==> src/rtl/page_sub_pkg.sv <==
// Shared leaf-packet definitions for the page subdivide splitter.
package page_sub_pkg;

  localparam int unsigned PKT_W     = 49;
  localparam int unsigned VALID_BIT = PKT_W - 1;
  localparam int unsigned SEL_LSB   = 43;
  // Widest child-select field supported (up to 8 children).
  localparam int unsigned MAX_SEL_W = 3;

  typedef logic [PKT_W-1:0] leaf_pkt_t;

  typedef enum logic {
    ARB_IDLE,
    ARB_SEND
  } arb_state_t;

  // Returns the widest possible child-select field; callers truncate to their own width.
  function automatic logic [MAX_SEL_W-1:0] pkt_sel(input leaf_pkt_t pkt,
                                                   input int unsigned lsb = SEL_LSB);
    return MAX_SEL_W'(pkt >> lsb);
  endfunction

endpackage

==> src/rtl/page_sub_fifo.sv <==
// Per-child up-path FIFO: power-of-2 depth, simultaneous push/pop allowed even when full.
// afull is registered from the post-edge occupancy (free slots <= 1).
module page_sub_fifo #(
  parameter int unsigned DEPTH = 4,
  parameter int unsigned WIDTH = 49
) (
  input  logic             clk,
  input  logic             rst,
  input  logic             push,
  input  logic [WIDTH-1:0] push_data,
  input  logic             pop,
  output logic [WIDTH-1:0] pop_data,
  output logic             full,
  output logic             empty,
  output logic             afull
);
  import page_sub_pkg::*;

  localparam int unsigned AW = $clog2(DEPTH);
  localparam int unsigned CW = AW + 1;

  logic [WIDTH-1:0] mem [DEPTH];
  logic [AW-1:0]    wr_ptr;
  logic [AW-1:0]    rd_ptr;
  logic [CW-1:0]    cnt;
  logic [CW-1:0]    cnt_next;
  logic             do_push;
  logic             do_pop;

  assign full     = (cnt == CW'(DEPTH));
  assign empty    = (cnt == '0);
  assign do_pop   = pop && !empty;
  assign do_push  = push && (!full || pop);
  assign pop_data = mem[rd_ptr];

  // Occupancy after this edge.
  always_comb begin
    cnt_next = cnt;
    unique case ({do_push, do_pop})
      2'b10:   cnt_next = cnt + CW'(1);
      2'b01:   cnt_next = cnt - CW'(1);
      default: cnt_next = cnt;
    endcase
  end

  // Pointers, occupancy and almost-full flag.
  always_ff @(posedge clk or posedge rst) begin
    if (rst) begin
      wr_ptr <= '0;
      rd_ptr <= '0;
      cnt    <= '0;
      afull  <= 1'b0;
    end else begin
      if (do_push) wr_ptr <= wr_ptr + AW'(1);
      if (do_pop)  rd_ptr <= rd_ptr + AW'(1);
      cnt   <= cnt_next;
      afull <= (cnt_next >= CW'(DEPTH - 1));
    end
  end

  // Storage array, no reset needed.
  always_ff @(posedge clk) begin
    if (do_push) mem[wr_ptr] <= push_data;
  end

endmodule

==> src/rtl/page_subdivide_arb.sv <==
// N-way leaf splitter: registered down-path demux by child-select field, per-child
// up-path FIFOs merged round-robin onto the single leaf output.
// Optional statistics counters enabled by defining PAGE_SUB_STATS_EN.
module page_subdivide_arb #(
  parameter int unsigned NUM_CHILD  = 4,
  parameter int unsigned PKT_W      = page_sub_pkg::PKT_W,
  parameter int unsigned SEL_LSB    = page_sub_pkg::SEL_LSB,
  parameter int unsigned SEL_W      = $clog2(NUM_CHILD),
  parameter int unsigned FIFO_DEPTH = 4
) (
  input  logic                       clk_400,
  input  logic                       reset_400,
  input  logic [PKT_W-1:0]           din_leaf_bft2interface,
  output logic [PKT_W-1:0]           dout_leaf_interface2bft,
  input  logic                       resend,
  input  logic [NUM_CHILD*PKT_W-1:0] din_leaf_child2sub,
  output logic [NUM_CHILD*PKT_W-1:0] dout_leaf_sub2child,
  output logic [NUM_CHILD-1:0]       resend_child,
  output logic [15:0]                drop_cnt,
  output logic [NUM_CHILD*16-1:0]    up_cnt
);
  import page_sub_pkg::*;

  logic [NUM_CHILD-1:0] push;
  logic [NUM_CHILD-1:0] pop;
  logic [NUM_CHILD-1:0] full;
  logic [NUM_CHILD-1:0] empty;
  logic [NUM_CHILD-1:0] afull;
  logic [PKT_W-1:0]     fifo_q [NUM_CHILD];

  arb_state_t           state_q;
  logic [SEL_W-1:0]     rr_q;
  logic [SEL_W-1:0]     win_idx;
  logic [SEL_W-1:0]     cand;
  logic [SEL_W-1:0]     next_rr;
  logic                 win_found;
  logic                 grant;
  (* dont_touch = "true" *) logic [PKT_W-1:0] dout_q;

  logic [SEL_W-1:0]     sel;
  logic                 sel_ok;

  for (genvar k = 0; k < NUM_CHILD; k++) begin : g_child
    logic [PKT_W-1:0] child_pkt;
    assign child_pkt = din_leaf_child2sub[k*PKT_W +: PKT_W];
    assign push[k]   = child_pkt[PKT_W-1] && (!full[k] || pop[k]);

    page_sub_fifo #(
      .DEPTH (FIFO_DEPTH),
      .WIDTH (PKT_W)
    ) u_fifo (
      .clk       (clk_400),
      .rst       (reset_400),
      .push      (push[k]),
      .push_data (child_pkt),
      .pop       (pop[k]),
      .pop_data  (fifo_q[k]),
      .full      (full[k]),
      .empty     (empty[k]),
      .afull     (afull[k])
    );
  end

  assign resend_child            = afull;
  assign dout_leaf_interface2bft = dout_q;

  // Round-robin search: first non-empty FIFO at or after the RR pointer.
  always_comb begin
    win_found = 1'b0;
    win_idx   = '0;
    cand      = '0;
    for (int unsigned i = 0; i < NUM_CHILD; i++) begin
      cand = SEL_W'((32'(rr_q) + i) % NUM_CHILD);
      if (!win_found && !empty[cand]) begin
        win_found = 1'b1;
        win_idx   = cand;
      end
    end
  end

  assign next_rr = (win_idx == SEL_W'(NUM_CHILD - 1)) ? '0 : win_idx + SEL_W'(1);
  // resend only freezes the output register while a packet is being presented.
  assign grant   = win_found && ((state_q == ARB_IDLE) || !resend);

  // One-hot pop of the current winner.
  always_comb begin
    pop = '0;
    if (grant) pop[win_idx] = 1'b1;
  end

  // Up-path arbiter with registered output packet.
  always_ff @(posedge clk_400 or posedge reset_400) begin
    if (reset_400) begin
      state_q <= ARB_IDLE;
      dout_q  <= '0;
      rr_q    <= '0;
    end else begin
      unique case (state_q)
        ARB_IDLE: begin
          if (win_found) begin
            dout_q  <= fifo_q[win_idx];
            rr_q    <= next_rr;
            state_q <= ARB_SEND;
          end
        end
        ARB_SEND: begin
          if (!resend) begin
            if (win_found) begin
              dout_q <= fifo_q[win_idx];
              rr_q   <= next_rr;
            end else begin
              dout_q  <= '0;
              state_q <= ARB_IDLE;
            end
          end
        end
        default: state_q <= ARB_IDLE;
      endcase
    end
  end

  assign sel    = SEL_W'(pkt_sel(din_leaf_bft2interface, SEL_LSB));
  assign sel_ok = ({1'b0, sel} < (SEL_W + 1)'(NUM_CHILD));

  // Down-path registered demux; only the selected child sees the packet.
  always_ff @(posedge clk_400 or posedge reset_400) begin
    if (reset_400) begin
      dout_leaf_sub2child <= '0;
    end else begin
      dout_leaf_sub2child <= '0;
      if (din_leaf_bft2interface[PKT_W-1] && sel_ok)
        dout_leaf_sub2child[sel*PKT_W +: PKT_W] <= din_leaf_bft2interface;
    end
  end

`ifdef PAGE_SUB_STATS_EN
  logic        drop;
  logic [15:0] drop_q;
  logic [15:0] up_q [NUM_CHILD];

  assign drop = din_leaf_bft2interface[PKT_W-1] && !sel_ok;

  // Saturating count of down packets addressed past the last child.
  always_ff @(posedge clk_400 or posedge reset_400) begin
    if (reset_400)                  drop_q <= '0;
    else if (drop && drop_q != '1)  drop_q <= drop_q + 16'd1;
  end

  // Saturating per-child forwarded count; held re-presentations do not pop.
  always_ff @(posedge clk_400 or posedge reset_400) begin
    if (reset_400) begin
      for (int unsigned k = 0; k < NUM_CHILD; k++) up_q[k] <= '0;
    end else begin
      for (int unsigned k = 0; k < NUM_CHILD; k++)
        if (pop[k] && up_q[k] != '1) up_q[k] <= up_q[k] + 16'd1;
    end
  end

  assign drop_cnt = drop_q;
  for (genvar k = 0; k < NUM_CHILD; k++) begin : g_up_cnt
    assign up_cnt[k*16 +: 16] = up_q[k];
  end
`else
  assign drop_cnt = '0;
  assign up_cnt   = '0;
`endif

endmodule

==> config.mk <==
export PLATFORM = sky130hd
export DESIGN_NAME = page_subdivide_arb
export DESIGN_NICKNAME = d
export VERILOG_FILES = /design/src/rtl/page_sub_pkg.sv /design/src/rtl/page_sub_fifo.sv /design/src/rtl/page_subdivide_arb.sv
export SDC_FILE = /design/constraint.sdc
export NUM_CORES = 1
export LEC_CHECK = 0
export ABC_AREA = 1
export BUFFER_PORTS_ARGS = -buffer_cell sky130_fd_sc_hd__clkbuf_2
export CORE_UTILIZATION = 50
export CTS_CLUSTER_SIZE = 20
export DETAILED_ROUTE_END_ITERATION = 8
export GPL_ROUTABILITY_DRIVEN = 0
export PLACE_DENSITY = 0.71
export SLEW_MARGIN = 20
export SYNTH_ARGS = -nofsm -noshare
export SYNTH_HDL_FRONTEND = slang
export SYNTH_SLANG_ARGS = --single-unit
==> constraint.sdc <==
create_clock -name clk_400 -period 27 [get_ports clk_400]
set_input_delay 4.05 -clock clk_400 [delete_from_list [all_inputs] [get_ports clk_400]]
set_output_delay 4.05 -clock clk_400 [all_outputs]
set_load 0.02 [all_outputs]
==> Yosys cells after proc, flatten, opt, wreduce, memory -nomap -nowiden <==
Memory sizes are Yosys's and may differ from the RTL's.
Index checks and enable logic that the tools add are counted.
{ "totals": {"register_bits": 280, "ram_bits": 784, "input_bits": 248, "out_inout_bits": 329, "memories": 4} }
{ "mem_list": {"columns": ["memory", "words", "word_bits", "read_ports", "rd_clocked_by_memory_dff", "wr", "line", "source"], "rows": [
  ["g_child[0].u_fifo.mem", 4, 49, 1, 0, 1, "page_sub_fifo.sv:22", "logic [WIDTH-1:0] mem [DEPTH];"],
  ["g_child[1].u_fifo.mem", 4, 49, 1, 0, 1, "page_sub_fifo.sv:22", null],
  ["g_child[2].u_fifo.mem", 4, 49, 1, 0, 1, "page_sub_fifo.sv:22", null],
  ["g_child[3].u_fifo.mem", 4, 49, 1, 0, 1, "page_sub_fifo.sv:22", null]
]} }
{ "classes": {"addsub": 21, "mul": 1, "order_cmp": 11, "n_eq_ne": 15, "shift": 2, "mux": 46, "bitwise_logic": 3, "n_reduce_logical": 41} }
{ "ops": {"columns": ["cell", "count"], "rows": [
  ["49-bit 2-to-1 mux", 5],
  ["196-bit bitwise AND", 1],
  ["196-bit 2-to-1 mux", 1],
  ["49-bit by 34-bit variable shift with 196-bit output, first input constant", 1],
  ["49-bit by 34-bit indexed part select with 196-bit output", 1],
  ["49-bit binary-select mux with 2-bit select", 1],
  ["49-bit one-hot mux with 2 select lines", 1],
  ["8-bit negation with 34-bit output", 1],
  ["3-bit one-hot mux with 2 select lines", 4],
  ["2-bit by 1-bit adder with 2-bit output, second input constant", 10],
  ["1-bit 2-to-1 mux", 19],
  ["1-bit logical AND", 17],
  ["2-bit by 3-bit < comparator with 1-bit output, second input constant", 5],
  ["1-bit zero test", 14],
  ["2-bit 2-to-1 mux", 7],
  ["3-bit by 1-bit adder with 3-bit output, second input constant", 4],
  ["3-bit == test, second input constant", 4],
  ["3-bit by 2-bit greater-or-equal comparator with 1-bit output, second input constant", 4],
  ["3-bit zero test", 4],
  ["3-bit by 1-bit subtractor with 3-bit output, second input constant", 4],
  ["2-bit == test, second input constant", 5],
  ["1-bit binary-select mux with 2-bit select", 4],
  ["2-bit by 1-bit == test with 1-bit output, second input constant", 4],
  ["2-bit by 6-bit multiplier with 8-bit output, second input constant", 1],
  ["12 further kinds", 18]
]} }

==> Longest topological paths before layout <==
Gate-level depths: netlist of the first run.
{ "depth": {"word_depth": 23, "depth_mapped": 24} }

==> Hierarchy <==
A second synthesis of the first run with hierarchy kept.
{ "hier_totals": {"cells_unflattened": 3574, "hier_area_um2": 42414.4} }
{ "by_module_without_submodules": {"columns": ["module", "instances", "cells_each", "area_each_um2", "seq_area_each_um2"], "rows": [
  ["page_sub_fifo at g_child[1].u_fifo ...", 2, 591, 7905.1, 6085.8],
  ["page_sub_fifo at g_child[0].u_fifo ...", 2, 591, 7902.6, 6085.8],
  ["page_subdivide_arb", 1, 1210, 10799.1, 6180.9]
]} }

==> Worst setup path before layout of the first run <==
Ideal clock, no wire load.
{ "synth_path": {"path_type": "in2reg", "from": "input port resend", "to": "memory g_child[0].u_fifo.mem[0][0], enable pin", "setup_ns": 0.456, "arrival_time_ns": 6.749, "required_time_ns": 26.544, "setup_slack_ns": 19.795, "stages": 5, "path_buffers": 0, "cell_sequence": "nand2_1 -> nand2_2 -> o211ai_1 -> nand2_1 -> nor2_1"} }
{ "synth_between": {"elab_chain_len": 9} }
{ "synth_lines": {"columns": ["item", "line", "source"], "rows": [
  ["start: declaration", "page_subdivide_arb.sv:15", "input logic resend,"],
  ["1-bit zero test (*)", null, null],
  ["1-bit logical OR (*)", "page_subdivide_arb.sv:83", "assign grant = win_found && ((state_q == ARB_IDLE) || !resend);"],
  ["1-bit logical AND (*)", "page_subdivide_arb.sv:83", null],
  ["4-bit 2-to-1 mux (*)", "page_subdivide_arb.sv:88", "if (grant) pop[win_idx] = 1'b1;"],
  ["1-bit logical OR (*)", "page_sub_fifo.sv:33, page_subdivide_arb.sv:46", null],
  ["1-bit logical AND", "page_subdivide_arb.sv:46", "assign push[k] = child_pkt[PKT_W-1] && (!full[k] || pop[k]);"],
  ["1-bit logical AND (*)", "page_sub_fifo.sv:33", "assign do_push = push && (!full || pop);"],
  ["1-bit 2-to-1 mux (*)", "page_sub_fifo.sv:63", "if (do_push) mem[wr_ptr] <= push_data;"],
  ["1-bit 2-to-1 mux (not written as such) (*)", "page_sub_fifo.sv:63", null],
  ["end: declaration", "page_sub_fifo.sv:22", null]
]} }
Mark *: on every way between the ends. The rest lies on a longest branch, timed or not.

==> Worst setup path after layout of the first run <==
{ "layout_path": {"from": "input port resend", "to": "register g_child[1].u_fifo.afull"} }
{ "layout_between": {"elab_cells_between_ends": 12, "cone_classes": "order compare (1); eq/ne (2); mux (2); reduce/logical (7)"} }
{ "layout_lines": {"columns": ["item", "line", "source"], "rows": [
  ["1-bit zero test (*)", null, null],
  ["1-bit logical OR (*)", "page_subdivide_arb.sv:83", null],
  ["1-bit logical AND (*)", "page_subdivide_arb.sv:83", null],
  ["4-bit 2-to-1 mux (*)", "page_subdivide_arb.sv:88", null],
  ["1-bit logical AND (*)", "page_sub_fifo.sv:32", "assign do_pop = pop && !empty;"],
  ["via g_child[1].u_fifo.do_pop", "page_sub_fifo.sv:28", "logic do_pop;"],
  ["2-bit by 1-bit == test with 1-bit output / 2-bit == test (equally long branches)", "page_sub_fifo.sv:39", "unique case ({do_push, do_pop})"],
  ["3-bit one-hot mux with 2 select lines (*)", "page_sub_fifo.sv:39", null],
  ["via g_child[1].u_fifo.cnt_next[1]", "page_sub_fifo.sv:26", "logic [CW-1:0] cnt_next;"],
  ["3-bit by 2-bit greater-or-equal comparator with 1-bit output (*)", "page_sub_fifo.sv:57", "afull <= (cnt_next >= CW'(DEPTH - 1));"],
  ["end signal: assignment", "page_sub_fifo.sv:57", null],
  ["end: declaration", "page_sub_fifo.sv:15", "output logic afull"]
]} }
The timed path passes the listed nets; every way through them passes the cells marked *.
A chain may end at the register's enable or synchronous reset.

==> reports/qor.csv, run 1 <==
stage,metric,value,unit
sta,setup_viol,0,
floorplanning,die_y,289,um
worst_setup_path,critPathBufInv,4,
synthesis,synth-seq-area-share,0.743,
synthesis,yosys.area.top_type_share,0.573,
worst_setup_path,reg2reg_slack,21.76,ns
drt,via_per_inst,5.53,
synthesis,synthTopCellsByArea,"edfxtp_1 (57%), dfrtp_1 (17%), nor2_1 (5.6%)",
worst_setup_path,worst_ep_arrival_time,6.65,ns
clocking,clk_latency,0.68,ns
worst_setup_path,worstPathRequired,27.55,ns
synthesis,synth-seq-cells,1063,
floorplanning,core_area,80900,sq um
grt,grtUsageTotal,0.257,
synthesis,synth_cell_type_count,37,
sta,rsz0062_at_grt,no,
clocking,post_cts_resized,0,
clocking,postCtsSetupRepairBufs,0,
drt,first_pass_iters,7,
drt,drt_first_iter_violations,3042,
synthesis,syn_avg_cell_area,12.6,sq um
worst_setup_path,crit_family,buffers and inverters,
worst_setup_path,cp-start-kind,input pin,
grt,grt_pass1_wl,157000,um
grt,overflow,0,
worst_setup_path,path_class,in2reg,
drt,final_antenna_net_count,0,
worst_setup_path,cp_max_fo,57,
sta,fin_crit,6.10,ns
clocking,cts_buffers,105,
floorplanning,io_pins,577,
sta,hold_ws,0.486,ns
place,hpwl,71100,um
worst_setup_path,r2r_cells,16,
grt,grt_start_max_net_pins,173,
sta,tightest_slew,1.05,ns
clocking,root_buffer,clkbuf_16,
pwr,powerDensity,119,nW/um^2
clocking,htree_levels,3,
drt,drt-total-wl,109000,um
synthesis,syn_inst,3258,
cells_and_area,syn_to_final_growth,15.9,%
flow_run,drv_cap,0,
sta,drv_slew,0,
synthesis,synth-edff-count,784,
synthesis,yosys.area.top_type,edfxtp_1,
worst_setup_path,end_kind,flop,
drt,avgRoutedWirePerCell,22.4,um
sta,period_share,0.226,
place,port_buffers,496,
sta,hold_violations,0,
hold_path,hp-class,reg2reg,
outcome,status,completed,
floorplanning,dieArea,83300,sq um
drt,vias,26900,
hold_path,holdPathStages,2,
synthesis,synthArstFlopShare,0.262,
floorplanning,row_count,104,
synthesis,ys_warn_count,0,
worst_setup_path,reg2reg_to,g_child[3].u_fifo.mem[1][15],
sta,fmax,164,MHz
floorplanning,die_w,289,um
sta,max_slew_margin,0.298,
clocking,numClockSinks,1063,
worst_setup_path,critical_path.slowest_cell,buf_4,
synthesis,synth-main-ff-cell,edfxtp_1,
clocking,postCtsHoldBufs,0,
pwr,p_leak,19.2,nW
hold_path,worstHoldStart,dout_leaf_interface2bft[11],
pwr,irDropWorstVdd,0.104,mV
hold_path,hold_path_end,dout_leaf_interface2bft[11],
clocking,cts_tree,built,
drt,drc,0,
clocking,clockBufferDepth,3,
cells_and_area,fill_cells,6359,
worst_setup_path,crit_path_max_incr_delay,0.53,ns
cells_and_area,drive_above_1_share,0.196,
synthesis,syn_area,41100,sq um
sta,finalClockSkew,0.0342,ns
clocking,path_clk_slew,0.06,ns
grt,antenna_found_initial,15,
sta,totalNegativeSetupSlack,0,ns
cells_and_area,nets,3983,
worst_setup_path,crit_chain,clkbuf_2 -> nand2_1 -> nand2_2 -> inv_2 -> buf_4 -> nand3_1 -> inv_1 -> ha_1 -> fa_1 -> mux2_2 -> a21o_1,
worst_setup_path,reg2reg_from,g_child[2].u_fifo.cnt[0],
grt,grt_pass1_vias,24800,
floorplanning,start_util,0.507,
[final cells by class]
type                    count  area (sq um)  share of cell area
repair buffers            535          2790              0.0586
inverters                 110           422             0.00886
diodes                     10          25.0            0.000526
clock buffers             144          2890              0.0606
well taps                1060          1330              0.0279
multi-input cells        1887          9090               0.191
flip-flops and latches   1063         30500               0.641
clock inverters            51           537              0.0113
[tightest hold or removal path: stages, from the launching register on]
cell	delay (ns)
dfrtp_1	0.35
nand2_1	0.05
nand2_1	0.05
[power by group]
part	internal (mW)	switching [mW]	total (mW)	leakage, nW
Clock	0.828	0.607	1.43	1.68
Sequential	2.09	0.117	2.21	10.9
Combinational	0.513	1.52	2.04	6.67
Total	3.44	2.25	5.68	19.2
[synth_stat cells, types with 5 or more instances]
| cell | n |
|---|---|
| dfrtp_1 | 279 |
| edfxtp_1 | 784 |
| buf_4 | 89 |
| inv_1 | 99 |
| nand3_1 | 271 |
| xor2_1 | 11 |
| buf_1 | 5 |
| nand2_1 | 249 |
| xnor2_1 | 5 |
| o21ai_0 | 399 |
| buf_6 | 11 |
| buf_2 | 22 |
| nor2_1 | 608 |
| clkbuf_1 | 152 |
| ha_1 | 29 |
| inv_2 | 9 |
| o22ai_1 | 196 |
[registers in the layout (all words and copies together) (netlist names)]
signal	cells
rr_q	2
state_q	1
dout_leaf_interface2bft	49
g_child.u_fifo.cnt	12
g_child.u_fifo.afull	4
g_child.u_fifo.mem	784
g_child.u_fifo.wr_ptr	8
g_child.u_fifo.rd_ptr	8
dout_leaf_sub2child	195
[placed cells by master, fill, tap and decap left out, types with 5 or more instances in the layout]
master     count
bufinv_16      8
nor2_1       592
nand3_1      270
ha_1          29
clkbuf_8      10
xor2_1        11
clkbuf_2     496
o21ai_0      399
diode_2       10
xnor2_1        5
conb_1        82
clkbuf_1      26
clkbuf_16    105
clkinv_2      20
edfxtp_1     784
inv_2         11
dfrtp_1      275
buf_4         38
nand2_1      249
o22ai_1      196
nor2_4        17
inv_1         94
clkinv_1      16
[kinds of logic (layout without fill, tap and decap cells)]
group,count (synthesis),after routing,share of synthesized area
AND/OR/NAND/NOR,1142,1142,0.114
flip-flops,1063,1063,0.743
AO/OA/AOI/OAI,609,609,0.0808
buffers and inverters,389,840,0.0464
adder cells (fa/ha/maj),33,33,0.0108
XOR/XNOR,17,17,0.00381
multiplexers,4,4,0.00110
other,1,92,0.0000913
[stage by stage]
stage                     std cells  instance area (sq um)  power (mW)  setup WS, ns  utilization
final                          4860                  47600        5.68         20.90        0.588
after global routing           4856                  47600        5.94         20.76        0.588
after CTS                      4850                  47600        5.67         20.96        0.588
after detailed placement       4655                  44200        4.25         20.24        0.545
after global placement         4655                  44200        4.21         20.33        0.545
after floorplan                3339                  41400        3.51         15.26            -
[routing by layer]
layer  global-route usage  vias up  wire, um
li1                     -    12300         -
met1                0.347    13100     41900
met2                0.405     1311     52100
met3               0.0567      174     10500
met4                0.104       14      4350
met5                    0        -        95
[worst max path at each step]
stage | startpoint | end | slack (ns) | depth (start not counted)
6_report | resend | g_child[1].u_fifo.afull | 20.90 | 11
5_1_grt | resend | g_child[0].u_fifo.mem[0][22] | 20.76 | 7
4_1_cts | resend | g_child[0].u_fifo.mem[0][22] | 20.96 | 7
3_5_place_dp | resend | g_child[0].u_fifo.mem[0][15] | 20.24 | 7
3_3_place_gp | resend | g_child[0].u_fifo.mem[0][15] | 20.33 | 7
2_1_floorplan | reset_400 | dout_leaf_interface2bft[0] | 15.26 | 1
Note: power is estimated with default switching activity, not from simulation.
==> run 2, diff against run 1 <==
--- a/config.mk
+++ b/config.mk
@@ -11,7 +11,7 @@
 export CTS_CLUSTER_SIZE = 20
 export DETAILED_ROUTE_END_ITERATION = 8
 export GPL_ROUTABILITY_DRIVEN = 0
-export PLACE_DENSITY = 0.71
+export PLACE_DENSITY = 0.74
 export SLEW_MARGIN = 20
 export SYNTH_ARGS = -nofsm -noshare
 export SYNTH_HDL_FRONTEND = slang
==> constraint.sdc (replaced) <==
create_clock -name clk_400 -period 5.5 [get_ports clk_400]
set_input_delay 0.825 -clock clk_400 [delete_from_list [all_inputs] [get_ports clk_400]]
set_output_delay 0.825 -clock clk_400 [all_outputs]
set_load 0.02 [all_outputs]
==> run 2 against run 1 <==
Wire length grew 2.0%. Non-clock buffer count is 6 higher. Sequential power rose to 5.0 times the previous value. Count of clock-buffer cells in the layout shrank 2. Design area barely moved. Utilization hardly changed. Clock skew up 0.0096 ns.
==> reports/qor.csv, run 2 (synthesized netlist as in run 1, its figures left out) <==
stage,metric,value,unit,change
clocking,numClockSinks,1063,,unchanged
sta,rsz0062_at_grt,no,,unchanged
pwr,p_leak,19.2,nW,about the same
drt,drt_first_iter_violations,2873,,"was 3,042"
worst_setup_path,crit_start,rr_q[0],,was resend
worst_setup_path,worstPathRequired,5.88,ns,was 27.55 ns
drt,via_per_inst,5.59,,was 5.53
floorplanning,io_pins,577,,unchanged
pwr,powerDensity,584,nW/um^2,was 119 nW/um^2
place,hpwl,74500,um,"was 71,100 um"
pwr,total_power,27.8,mW,was 5.68 mW
clocking,cts_buffers,102,,was 105
place,port_buffers,496,,unchanged
floorplanning,row_count,104,,unchanged
clocking,root_buffer,clkbuf_16,,unchanged
drt,avgRoutedWirePerCell,22.8,um,was 22.4 um
worst_setup_path,end_kind,flop,,unchanged
sta,finalClockSkew,0.0438,ns,was 0.0342 ns
sta,hold_violations,0,,unchanged
clocking,htree_levels,3,,unchanged
floorplanning,die_y,289,um,unchanged
sta,period_share,0.770,,
clocking,postCtsHoldBufs,0,,unchanged
drt,vias,27200,,"was 26,900"
worst_setup_path,worst_ep_arrival_time,4.61,ns,was 6.65 ns
clocking,postCtsSetupRepairBufs,0,,unchanged
floorplanning,dieArea,83300,sq um,unchanged
cells_and_area,final_common_cell,edfxtp_1,,unchanged
hold_path,hp-class,in2async,,was reg2reg
clocking,clockBufferDepth,3,,unchanged
cells_and_area,final_util,0.588,,about the same
cells_and_area,finalNonFillerCells,4863,,"was 4,860"
grt,grt_pass1_vias,25400,,"was 24,800"
cells_and_area,final_cell_mix,"edfxtp_1 (784), nor2_1 (592), clkbuf_2 (496)",,unchanged
drt,drt-total-wl,111000,um,"was 109,000 um"
place,dp.cells,4661,,"was 4,655"
cells_and_area,nets,3986,,"was 3,983"
worst_setup_path,cp_max_fo,28,,was 57
worst_setup_path,path_class,reg2reg,,was in2reg
cells_and_area,largest_reg_flops,784,,unchanged
cells_and_area,fill_cells,6159,,"was 6,359"
sta,drv_slew,0,,unchanged
sta,totalNegativeSetupSlack,0,ns,unchanged
sta,max_slew_margin,0.271,,was 0.298
drt,first_pass_iters,7,,unchanged
pwr,irDropWorstVdd,0.560,mV,was 0.104 mV
grt,grt_start_max_net_pins,149,,was 173
floorplanning,start_util,0.507,,unchanged
grt,grtUsageTotal,0.260,,was 0.257
cells_and_area,drive_above_1_share,0.197,,was 0.196
clocking,cts_tree,built,,unchanged
floorplanning,core_area,80900,sq um,unchanged
grt,grt_pass1_wl,160000,um,"was 157,000 um"
clocking,clk_latency,0.69,ns,was 0.68 ns
worst_setup_path,cp-start-kind,flop,,was input pin
sta,tightest_slew,1.09,ns,was 1.05 ns
worst_setup_path,reg2reg_from,rr_q[0],,was g_child[2].u_fifo.cnt[0]
cells_and_area,regMostFlops,g_child.u_fifo.mem,,unchanged
outcome,status,completed,,unchanged
flow_run,drv_cap,0,,unchanged
grt,overflow,0,,unchanged
grt,antenna_found_initial,24,,was 15
drt,final_antenna_net_count,0,,unchanged
sta,fin_crit,4.23,ns,
clocking,path_clk_slew,0.06,ns,about the same
sta,hold_ws,0.359,ns,was 0.486 ns
clocking,post_cts_resized,0,,unchanged
sta,setup_viol,0,,unchanged
sta,fmax,236,MHz,
floorplanning,die_w,289,um,unchanged
drt,drc,0,,unchanged
cells_and_area,syn_to_final_growth,16.0,%,was 15.9%
run 2: final timing paths:
kind / endpoint / slack, ns / depth (start not counted)
setup reg to reg: g_child[1].u_fifo.mem[1][46] / 1.27 / 14
min in group clk_400: g_child[0].u_fifo.mem[2][39] / 0.36 / 1
hold reg to reg: dout_leaf_interface2bft[47] / 0.49 / 2
setup / recovery: g_child[1].u_fifo.mem[1][46] / 1.27 / 14
hold / removal: dout_leaf_sub2child[34] / 0.36 / 2
max in group asynchronous: dout_leaf_sub2child[141] / 3.89 / 3
run 2: final cells by class:
cell class                      count  area (sq um)  share of cell area
Clock inverter                     47           492              0.0103
Multi-Input combinational cell   1887          9090               0.191
Clock buffer                      142          2840              0.0597
Antenna cell                       13          32.5            0.000683
Inverter                          110           420             0.00883
Timing Repair Buffer              541          2900              0.0608
Sequential cell                  1063         30500               0.641
Tap cell                         1060          1330              0.0278
run 2: per-stage QoR:
stage | instance area (sq um) | worst slack [ns]
after floorplan | 41400 | 0.681
after global placement | 44300 | 1.46
after detailed placement | 44300 | 1.33
after CTS | 47600 | 1.31
after global routing | 47600 | 0.989
final | 47600 | 1.27
run 2: where the power goes:
part	total, mW	internal (mW)	switching [mW]
Clock	6.94	3.92	3.01
Sequential	11.0	10.3	0.769
Combinational	9.85	2.58	7.28
Total	27.8	16.8	11.1
run 2: worst max-delay path: stages (launching register included):
cell and delay, ns:
dfrtp_1 0.64, inv_2 0.12, nand3_1 0.13, nand3_1 0.11, nand2_1 0.16, nor2_4 0.07, nand3_1 0.10, nand3_2 0.13
inv_2 0.35, ha_1 0.25, inv_1 0.05, o211ai_1 0.26, nand2_1 0.35, nor2_4 0.81, buf_4 0.36
run 2: layer usage:
metal	track usage	vias to the layer above	routed length, um
met5	0	-	134
met4	0.105	20	4220
met3	0.0660	197	11400
met2	0.419	1402	53700
met1	0.338	13300	41600
li1	-	12300	-
